**config.mk**
```make
export PLATFORM = sky130hd
export DESIGN_NAME = instr_fetch_unit
export DESIGN_NICKNAME = d
export VERILOG_FILES = /design/src/rtl/instr_fetch_unit_pkg.sv /design/src/rtl/instr_fetch_unit_next_pc_logic.sv /design/src/rtl/instr_fetch_unit.sv
export SDC_FILE = /design/constraint.sdc
export NUM_CORES = 1
export LEC_CHECK = 0
export ABC_AREA = 1
export ABC_CLOCK_PERIOD_IN_PS = 2900
export BUFFER_PORTS_ARGS = -buffer_cell sky130_fd_sc_hd__buf_2
export CORE_UTILIZATION = 45
export DETAILED_ROUTE_END_ITERATION = 12
export GPL_TIMING_DRIVEN = 0
export PLACE_DENSITY = 0.69
export SYNTH_ARGS = -nofsm -noshare
export SYNTH_HDL_FRONTEND = slang
export SYNTH_HIERARCHICAL = 1
export SYNTH_SLANG_ARGS = --single-unit
```
**constraint.sdc**
```tcl
create_clock -name clk -period 2.9 [get_ports clk]
set_input_delay 0.58 -clock clk [delete_from_list [all_inputs] [get_ports clk]]
set_output_delay 0.58 -clock clk [all_outputs]
set_load 0.02 [all_outputs]
```
**src/rtl/instr_fetch_unit_pkg.sv**
```systemverilog
// Shared definitions for the fetch stage: MIPS opcode constants, FSM state
// encoding, default reset PC and the PC-field helper functions.
package instr_fetch_unit_pkg;

  localparam logic [5:0] OP_RTYPE = 6'b000000;
  localparam logic [5:0] OP_BEQ   = 6'b000100;
  localparam logic [5:0] OP_LW    = 6'b100011;
  localparam logic [5:0] OP_SW    = 6'b101011;
  localparam logic [5:0] OP_ADDI  = 6'b001000;
  localparam logic [5:0] OP_J     = 6'b000010;

  localparam logic [31:0] DEFAULT_RESET_PC = 32'h0000_0000;

  typedef enum logic [1:0] {
    ST_IDLE  = 2'd0,
    ST_FETCH = 2'd1,
    ST_EXEC  = 2'd2
  } fetch_state_e;

  // Word offset of a branch: sign-extended immediate scaled by 4.
  function automatic logic [31:0] branch_offset(input logic [15:0] imm);
    return {{14{imm[15]}}, imm, 2'b00};
  endfunction

  // Pseudo-direct jump target inside the current 256 MB region.
  function automatic logic [31:0] jump_target(input logic [31:0] pc_plus4,
                                              input logic [25:0] idx);
    return {pc_plus4[31:28], idx, 2'b00};
  endfunction

endpackage

```
**src/rtl/instr_fetch_unit_next_pc_logic.sv**
```systemverilog
// Combinational next-PC selection: jump beats taken branch beats sequential.
module next_pc_logic
  import instr_fetch_unit_pkg::*;
(
  input  logic [31:0] pc_plus4,
  input  logic [25:0] instr_idx,
  input  logic        jump,
  input  logic        branch,
  input  logic        zero,
  output logic [31:0] next_pc
);

  always_comb begin
    next_pc = pc_plus4;
    if (jump) begin
      next_pc = jump_target(pc_plus4, instr_idx);
    end else if (branch && zero) begin
      next_pc = pc_plus4 + branch_offset(instr_idx[15:0]);
    end
  end

endmodule

```
**src/rtl/instr_fetch_unit.sv**
```systemverilog
// Fetch stage: holds the PC, fetches one word per instruction over a
// req/ready handshake and presents it for a single EXEC cycle.
module instr_fetch_unit
  import instr_fetch_unit_pkg::*;
#(
  parameter logic [31:0] RESET_PC = DEFAULT_RESET_PC
) (
  input  logic        clk,
  input  logic        rst_n,
  input  logic        run,
  output logic        imem_req,
  output logic [31:0] imem_addr,
  input  logic [31:0] imem_rdata,
  input  logic        imem_ready,
  input  logic        Jump,
  input  logic        Branch,
  input  logic        Zero,
  output logic [31:0] instr,
  output logic [5:0]  opcode,
  output logic        instr_valid,
  output logic [31:0] pc,
  output logic [31:0] pc_plus4,
  output logic [31:0] retired_cnt
);

  fetch_state_e state;
  logic [31:0]  next_pc;

  assign imem_addr = pc;
  assign pc_plus4  = pc + 32'd4;
  assign opcode    = instr[31:26];

  next_pc_logic u_next_pc (
    .pc_plus4  (pc_plus4),
    .instr_idx (instr[25:0]),
    .jump      (Jump),
    .branch    (Branch),
    .zero      (Zero),
    .next_pc   (next_pc)
  );

  // imem_req and instr_valid are registered alongside the state so that the
  // async reset drops an outstanding request in the same cycle.
  always_ff @(posedge clk or negedge rst_n) begin
    if (!rst_n) begin
      state       <= ST_IDLE;
      pc          <= {RESET_PC[31:2], 2'b00};
      instr       <= '0;
      instr_valid <= 1'b0;
      imem_req    <= 1'b0;
      retired_cnt <= '0;
    end else begin
      case (state)
        ST_IDLE: begin
          if (run) begin
            state    <= ST_FETCH;
            imem_req <= 1'b1;
          end
        end
        ST_FETCH: begin
          if (imem_ready) begin
            instr       <= imem_rdata;
            state       <= ST_EXEC;
            imem_req    <= 1'b0;
            instr_valid <= 1'b1;
          end
        end
        ST_EXEC: begin
          pc          <= next_pc;
          retired_cnt <= retired_cnt + 32'd1;
          instr_valid <= 1'b0;
          if (run) begin
            state    <= ST_FETCH;
            imem_req <= 1'b1;
          end else begin
            state <= ST_IDLE;
          end
        end
        default: begin
          state       <= ST_IDLE;
          imem_req    <= 1'b0;
          instr_valid <= 1'b0;
        end
      endcase
    end
  end

endmodule

```
[Word-level counts from Yosys, hierarchy flattened]
Index checks and enable logic that the tools add are counted.
W data, S select, Z words.
Word-level totals
  register bits after elaboration: 100
  word-level logic and storage cells: 33
  input port bits: 39
Operators by class
  mux-type cells: 11
  equality and inequality tests: 5
  reductions and logical operators: 7
  $add $sub $neg: 3
  bitwise logic cells: 1
Operators with widths (number)
  $mux W32: 2
  $add A32 B1 Y32 const B: 1
  $add A32 B3 Y32 const B: 1
  $add A32 B32 Y32: 1
  $reduce_and A2 Y1: 4
  $pmux W2 S3: 1
  $mux W1: 4
  $mux W2: 2
  $ne A2 B2 Y1 const B: 2
  $pmux W1 S2: 2
  $eq A2 B1 Y1 const B: 1
  $eq A2 B2 Y1 const B: 1
  $logic_not A2 Y1: 1
  $ne A2 B1 Y1 const B: 1
  $reduce_or A2 Y1: 1
  $logic_and A1 B1 Y1: 1
  $not A1 Y1: 1

[Logic depth before layout (Yosys ltp)]
Gate-level depths: netlist of run 1.
  word-level depth: 4
  mapped depth: 23
  gate-level depth less buffers: 23

[Modules after synthesis]
Netlist of run 1, hierarchy kept.
Modules (own cells, without submodules)
  instr_fetch_unit: cells each 715, area each 5450.2 µm², instances 1
  next_pc_logic: cells each 559, area each 2758.9 µm², instances 1

[Least setup slack after synthesis of run 1]
OpenSTA, ideal clock, no wires.
  path type: register -> register
  from: register pc[3] (netlist: imem_addr[3])
  to: register pc[25] (netlist: imem_addr[25])
  path buffers: 0
  data required time: 2.770 ns
  cell stages (with the launch flop): 21
  path slack: -0.254 ns
  setup time: 0.130 ns
  data arrival time: 3.024 ns
  period minus slack after synthesis: 3.154 ns
  cell sequence: dfrtp_1 ha_1 nand3_2 nor3_4 nand2_1 nor2_1 xor2_1 ha_1 nand2_1 inv_1 nand2_1 nand2_1 o21bai_2 nand2_1 nand3_1 nand2_1 nand3_1 nand2_1 nand2_1 nand2_1 o21ai_0
On the way
  word-level cells in the longest chain between the ends: 4
RTL lines
  from (decl): RTL line instr_fetch_unit.sv:21  | output logic [31:0] pc,
  from (signal assigned): RTL line instr_fetch_unit.sv:47  | pc <= {RESET_PC[31:2], 2'b00};
  from (signal assigned): RTL line instr_fetch_unit.sv:69  | pc <= next_pc;
  $add A32 B3 Y32: RTL line instr_fetch_unit.sv:30  | assign pc_plus4 = pc + 32'd4;
  net pc_plus4[16]: RTL line instr_fetch_unit.sv:22  | output logic [31:0] pc_plus4,
  $add A32 B32 Y32: RTL line instr_fetch_unit_next_pc_logic.sv:18  | next_pc = pc_plus4 + branch_offset(instr_idx[15:0]);
  $mux W32: RTL line instr_fetch_unit_next_pc_logic.sv:17  | end else if (branch && zero) begin
  $mux W32: RTL line instr_fetch_unit_next_pc_logic.sv:15  | if (jump) begin
  net next_pc[25]: RTL line instr_fetch_unit.sv:27  | logic [31:0] next_pc;
The timed path passes the listed nets, and every way through them passes these cells.
A chain may end at the register's enable or synchronous reset.

[Worst setup path after layout of run 1]
  from: register pc[2] (netlist: imem_addr[2])
  to: register pc[25] (netlist: imem_addr[25])
On the way
  word-level cells in the longest chain between the ends: 4
RTL lines (RTL line)
  $add A32 B3 Y32 *: instr_fetch_unit.sv:30
  $add A32 B32 Y32: instr_fetch_unit_next_pc_logic.sv:18
  $mux W32 *: instr_fetch_unit_next_pc_logic.sv:17
  $mux W32 *: instr_fetch_unit_next_pc_logic.sv:15
  net next_pc[25]: instr_fetch_unit.sv:27
The timed path passes the listed nets; every way through them passes the cells marked *.

==> impl_metrics.toml, run 1 <==
[synthesis]
synthArstFlopShare = 1.00
ys_warn_count = 6
synth-edff-count = 0
synth_area_leaders = "dfrtp_1 (30%), nand2_1 (24%), inv_1 (6.6%), nor2_1 (4.9%), ha_1 (4.7%)"
ys_types = 40
syn_area_sq_um = 8210
ys_dominant_reg_cell = "dfrtp_1"
synth_top_area_frac = 0.305
avgSynthCellArea_sq_um = 6.44
syn_nets = 1345
ys_ff_latch = 100
synth_cells = 1274
yosysTopAreaCell = "dfrtp_1"
ys_seq_area_frac = 0.305

[setup_path]
cp-end-kind = "register"
crit_path_max_incr_delay_ns = 0.43
required_ns = 3.13
cp_cell_sequence = "ha_4 > nand3_4 > nor3_4 > nand3_4 > inv_2 > nand2_2 > nand2_2 > nand2_4 > ha_4 > nand2_4 > nor2_4 > nand2_2 > nor2_1 > nand2_1 > nand4_1 > nand3_2 > nand2_2 > nand2_1 > nand2_1 > o21ai_1"
crit_top_cell = "nand2_2"
path_delay_family = "simple AND/OR/NAND/NOR gates"
worstSetupPathType = "register to register"
slowest_stage = "dfrtp_2"
crit_path_max_fanout = 5
crit_path_start_kind = "register"
critical_path_arrival_ns = 3.27
path_buf_inv = 1

[sta]
rsz0062_at_grt = "yes"
tns_ns = -1.58
slew_headroom = 0.494
clock.fmax_mhz = 328
period_needed_ns = 3.05
setup_violations = 17
hold_viol = 0
clock_skew_ns = 0.00839
finalWorstSetupSlack_ns = -0.148
layout_worst_path_cycle_share = 1.05
worst_pin_slew_ns = 0.759
hold_slack_ns = 0.212
final_max_slew_viol_count = 0

[place]
post-dp-hpwl_um = 21600
place_ws_ns = -0.508
placed_cells = 1709
post_dp_cell_area_sq_um = 9740
port_buffers = 205
gp_congestion = 0.984

[cts]
numCtsBuffers = 9
clockRootBuffer = "clkbuf_16"
cts_max_path_buffers = 2
h-tree-depth = 3
clkSlewWorstSetupHoldPaths_ns = 0.08
clkLatencyLatePin_ns = 0.36
cts_tree = "built"
cts_hold_buf = 0
cts.sinks = 100

[die]
io_pins = 207
die_w_um = 137
initial_core_util = 0.459
die-height_um = 137
coreArea_sq_um = 17900
dieArea_sq_um = 18800
placementRows = 49

[worst_hold_path]
worstHoldPathType = "input port to async pin"

[run]
drv_cap = 0

[drt]
via_per_inst = 5.14
ant_nets = 0
dr.pass1.iters = 5
wl_um = 28800
wl_per_cell_um = 16.2
dr.first_iter.drc_count = 675
route.vias.total = 9146
drc = 0

[layout]
layout_common_cells = "nand2_1 (463), buf_2 (213), inv_1 (136), buf_4 (94), nor2_1 (88)"
fin_cells = 1781
postLayoutCoreUtil = 0.635
fillers = 1587
drive_gt1_frac = 0.367
layout_commonest_cell = "nand2_1"
nets = 1618
syn2layout_area_growth_pct = 38.4
final_cell_area_sq_um = 11400
antenna_cells = 0

[power_and_ir_drop]
total_power_mw = 11.9
power_density_nw_per_um2 = 1050
ir_drop_mv = 0.759
p_leak_nw = 6.06

[status]
outcome = "finished with violations"
violations = "setup timing"

[global_routing]
gr-usage-all-layers = 0.305
antenna_found_initial = 0
grt_max_degree = 60
grt-ovfl-total = 0
grt_pass1_wl_um = 43200
grt_pass1_vias = 8133
[repair_timing]
item                                    4_1_cts  5_1_grt
gates cloned                                  0        0
gates resized for setup                     124       92
pin swaps                                    54       68
endpoints found under the setup margin       23       23
setup buffers                                39       17
[logic make-up after synthesis]
group / Yosys count / synth area share
compound gates: 99 / 0.0700
xor+xnor: 46 / 0.0491
fa+ha+maj: 32 / 0.0497
buf+inv: 213 / 0.117
flops: 100 / 0.305
simple gates: 784 / 0.409
[cells in the mapped netlist, types with 2 or more instances]
library cell,number
o21bai_1,10
nor2_2,11
and2_1,2
buf_1,4
o21ai_1,7
a21oi_2,3
nor3_1,13
or2_2,3
clkbuf_1,10
nor2_1,108
xor2_1,24
buf_4,40
nand2_2,12
a21oi_1,24
nor3_2,2
nor2_4,7
a21o_1,2
xnor2_1,22
nand3_1,55
nand3b_1,7
nor3_4,3
nand4_1,19
dfrtp_1,100
nand3_2,10
o21ai_0,39
inv_2,4
buf_2,9
ha_1,31
nand2_1,528
inv_1,145
o21a_1,11
[cell type report]
type / instances / area, sq um / share of cell area
clock inverter: 7 / 106 / 0.00936
buffer: 63 / 398 / 0.0350
timing repair buffer: 262 / 1490 / 0.131
sequential: 100 / 2530 / 0.223
multi-input combinational: 961 / 5760 / 0.507
clock buffer: 9 / 225 / 0.0198
tap: 229 / 287 / 0.0252
inverter: 150 / 566 / 0.0498
[per-layer routing]
| metal | share of wire | wire length, um | global-route usage |
|---|---|---|---|
| met5 | 0 | 0 | 0 |
| met4 | 0.024 | 678 | 0.0849 |
| met3 | 0.078 | 2250 | 0.0474 |
| met2 | 0.45 | 12800 | 0.466 |
| met1 | 0.45 | 13000 | 0.443 |
[state kept, by name, indices dropped and copies added, names as in the netlist]
register / flops
instr: 32
state: 2
retired_cnt: 32
instr_valid: 1
imem_req: 1
imem_addr: 32
[power by group]
part | internal [mW] | switching, mW | leakage (nW) | total (mW)
Combinational | 3.15 | 4.97 | 4.64 | 8.12
Clock | 0.772 | 0.583 | 0.156 | 1.35
Sequential | 1.80 | 0.646 | 1.27 | 2.45
Total | 5.73 | 6.20 | 6.06 | 11.9
[worst paths after layout]
path,start,to,slack [ns],depth (start not counted)
setup / recovery,imem_addr[2],imem_addr[25],-0.15,20
hold / removal,rst_n,retired_cnt[23],0.21,1
setup reg to reg,imem_addr[2],imem_addr[25],-0.15,20
hold reg to reg,imem_req,imem_req,0.48,2
max in group asynchronous,rst_n,imem_addr[15],1.95,2
min in group clk,imem_rdata[22],instr[22],0.42,3
[worst reg2reg max path: stages (launching register included)]
cell	delay, ns
dfrtp_2	0.43
ha_4	0.17
nand3_4	0.11
nor3_4	0.34
nand3_4	0.17
inv_2	0.10
nand2_2	0.05
nand2_2	0.08
nand2_4	0.09
ha_4	0.34
nand2_4	0.09
nor2_4	0.16
nand2_2	0.07
nor2_1	0.10
nand2_1	0.08
nand4_1	0.10
nand3_2	0.11
nand2_2	0.13
nand2_1	0.07
nand2_1	0.06
o21ai_1	0.06
Note: power is estimated with default switching activity, not from simulation.
==> run 2: changes to the inputs <==
--- a/config.mk
+++ b/config.mk
@@ -8,10 +8,12 @@
 export ABC_AREA = 1
 export ABC_CLOCK_PERIOD_IN_PS = 2900
 export BUFFER_PORTS_ARGS = -buffer_cell sky130_fd_sc_hd__buf_2
+export CAP_MARGIN = 20
 export CORE_UTILIZATION = 45
 export DETAILED_ROUTE_END_ITERATION = 12
 export GPL_TIMING_DRIVEN = 0
 export PLACE_DENSITY = 0.69
+export RECOVER_POWER = 50
 export SYNTH_ARGS = -nofsm -noshare
 export SYNTH_HDL_FRONTEND = slang
 export SYNTH_HIERARCHICAL = 1
==> run 2 against run 1 <==
The run ends with capacitance limit, slew limit, setup timing left. Total power increased by 0.85%. Sequential share of layout area decreased by 0.089 points. Sequential cell count unchanged. Fmax decreased by 1.4%. Global-route usage unchanged. Core utilization increased by 0.16 points. Clock power about the same. Clock skew about the same. Register-to-register slack got worse by 0.04 ns. Hold slack improved by 0.21 ns. Worst setup slack got worse by 0.044 ns. Clock-buffer cell count unchanged. Critical path type unchanged. Highest routed layer unchanged.
==> impl_metrics.toml, run 2 (synthesized netlist as in run 1, its figures left out) <==
[status]
outcome = "finished with violations"
violations = "capacitance limit, slew limit, setup timing"

[sta]
finalWorstSetupSlack_ns = -0.192
setup_violations = 19
clock.fmax_mhz = 323
hold_viol = 0
layout_worst_path_cycle_share = 1.07
rsz0062_at_grt = "yes"
clock_skew_ns = 0.00839
period_needed_ns = 3.09
final_max_slew_viol_count = 43
worst_pin_slew_ns = 2.31
slew_headroom = -0.539

[layout]
drive_gt1_frac = 0.332
layout_commonest_cell = "nand2_1"
antenna_cells = 0
layout_common_cells = "nand2_1 (462), buf_2 (160), inv_1 (137), buf_4 (92), nor2_1 (89)"
nets = 1622
fin_cells = 1785
syn2layout_area_growth_pct = 38.8

[global_routing]
gr-usage-all-layers = 0.305
antenna_found_initial = 0
grt_max_degree = 60
grt_pass1_vias = 8133
grt_pass1_wl_um = 43200
grt-ovfl-total = 0

[drt]
wl_per_cell_um = 16.3
via_per_inst = 5.14
ant_nets = 0
dr.first_iter.drc_count = 711
wl_um = 29100
dr.pass1.iters = 5
drc = 0
route.vias.total = 9167

[place]
post-dp-hpwl_um = 21600
port_buffers = 205
placed_cells = 1709
gp_congestion = 0.984

[die]
io_pins = 207
die_w_um = 137
coreArea_sq_um = 17900
initial_core_util = 0.459
placementRows = 49
die-height_um = 137
dieArea_sq_um = 18800

[setup_path]
worstSetupPathType = "register to register"
crit_path_max_fanout = 4
rrSetupSlack_ns = -0.19
required_ns = 3.14
critical_path_arrival_ns = 3.34
crit-reg2reg-capture = "imem_addr[19]"
rr_worst_depth = 18
crit_path_start_kind = "register"
cp-end-kind = "register"
reg2reg_from = "imem_addr[3]"

[cts]
cts.sinks = 100
clkLatencyLatePin_ns = 0.36
numCtsBuffers = 9
h-tree-depth = 3
cts_max_path_buffers = 2
cts_tree = "built"
cts_hold_buf = 0
clkSlewWorstSetupHoldPaths_ns = 0.07
clockRootBuffer = "clkbuf_16"

[run]
drv_cap = 1

[power_and_ir_drop]
total_power_mw = 12.0
power_density_nw_per_um2 = 1060
ir_drop_mv = 0.857
p_leak_nw = 5.91

[worst_hold_path]
worstHoldPathType = "input port to register"
min_to = "instr[22]"
hp-start = "imem_rdata[22]"
holdPathStages = 3
run 2: area by class of cell:
cell class                      instances  area [sq um]
Buffer                                 63           395
Clock buffer                            9           225
Clock inverter                          7           106
Fill cell                            1573          6510
Inverter                              150           566
Multi-Input combinational cell        961          5800
Sequential cell                       100          2530
Tap cell                              229           287
Timing Repair Buffer                  266          1490
run 2: layer usage:
layer | track usage | routed length [um] | vias to the layer above | share of wire
li1 | - | - | 4484 | -
met1 | 0.443 | 12700 | 4223 | 0.44
met2 | 0.466 | 13100 | 412 | 0.45
met3 | 0.0474 | 2710 | 48 | 0.093
met4 | 0.0849 | 620 | 0 | 0.021
met5 | 0 | 0 | - | 0
run 2: how the worst max path moves through the flow:
| stage | start | to | slack (ns) | cells after the start |
|---|---|---|---|---|
| 2_1_floorplan | imem_addr[2] | imem_addr[25] | -0.0006 | 20 |
| 3_3_place_gp | imem_addr[2] | imem_addr[25] | -0.47 | 20 |
| 6_report | imem_addr[3] | imem_addr[19] | -0.19 | 18 |
| 5_1_grt | imem_addr[8] | imem_addr[27] | -0.34 | 19 |
| 3_5_place_dp | imem_addr[2] | imem_addr[25] | -0.51 | 20 |
| 4_1_cts | imem_addr[3] | imem_addr[27] | -0.06 | 21 |
run 2: what timing repair did:
item | CTS | global route
pin swaps | 54 | 72
gates resized for setup | 124 | 104
setup buffers | 39 | 20
gates cloned | 0 | 0
setup endpoints to repair | 23 | 23
run 2: power breakdown:
group / switching [mW] / internal, mW
clock: 0.594 / 0.772
sequential: 0.620 / 1.80
combinational: 5.06 / 3.19
run 2: through the flow:
step | setup TNS, ns | hold slack [ns] | setup slack [ns] | cell area (sq um) | utilization
4_1_cts | -0.471 | 0.232 | -0.0581 | 10900 | 0.610
6_report | -1.96 | 0.420 | -0.192 | 11400 | 0.636
3_5_place_dp | -6.58 | 0.457 | -0.508 | 9740 | 0.544
5_1_grt | -5.16 | 0.424 | -0.339 | 11400 | 0.636
3_3_place_gp | -6.94 | 0.461 | -0.466 | 9710 | 0.542
2_1_floorplan | -0.000558 | 0.284 | -0.000558 | 8400 | -
run 2: critical path, stage by stage, from the launching register on:
cell and delay (ns):
dfrtp_2 0.43, ha_4 0.17, nand3_4 0.11, buf_4 0.16
xnor2_1 0.24, ha_1 0.32, nand2_1 0.19, nand3b_1 0.19
nand2_1 0.16, nand2_1 0.10, nand2_1 0.17, nand2_1 0.13
nand2_1 0.06, nand2_1 0.08, nand3_1 0.15, nand2_2 0.15
nand2_1 0.06, nand2_1 0.06, nand2_1 0.05
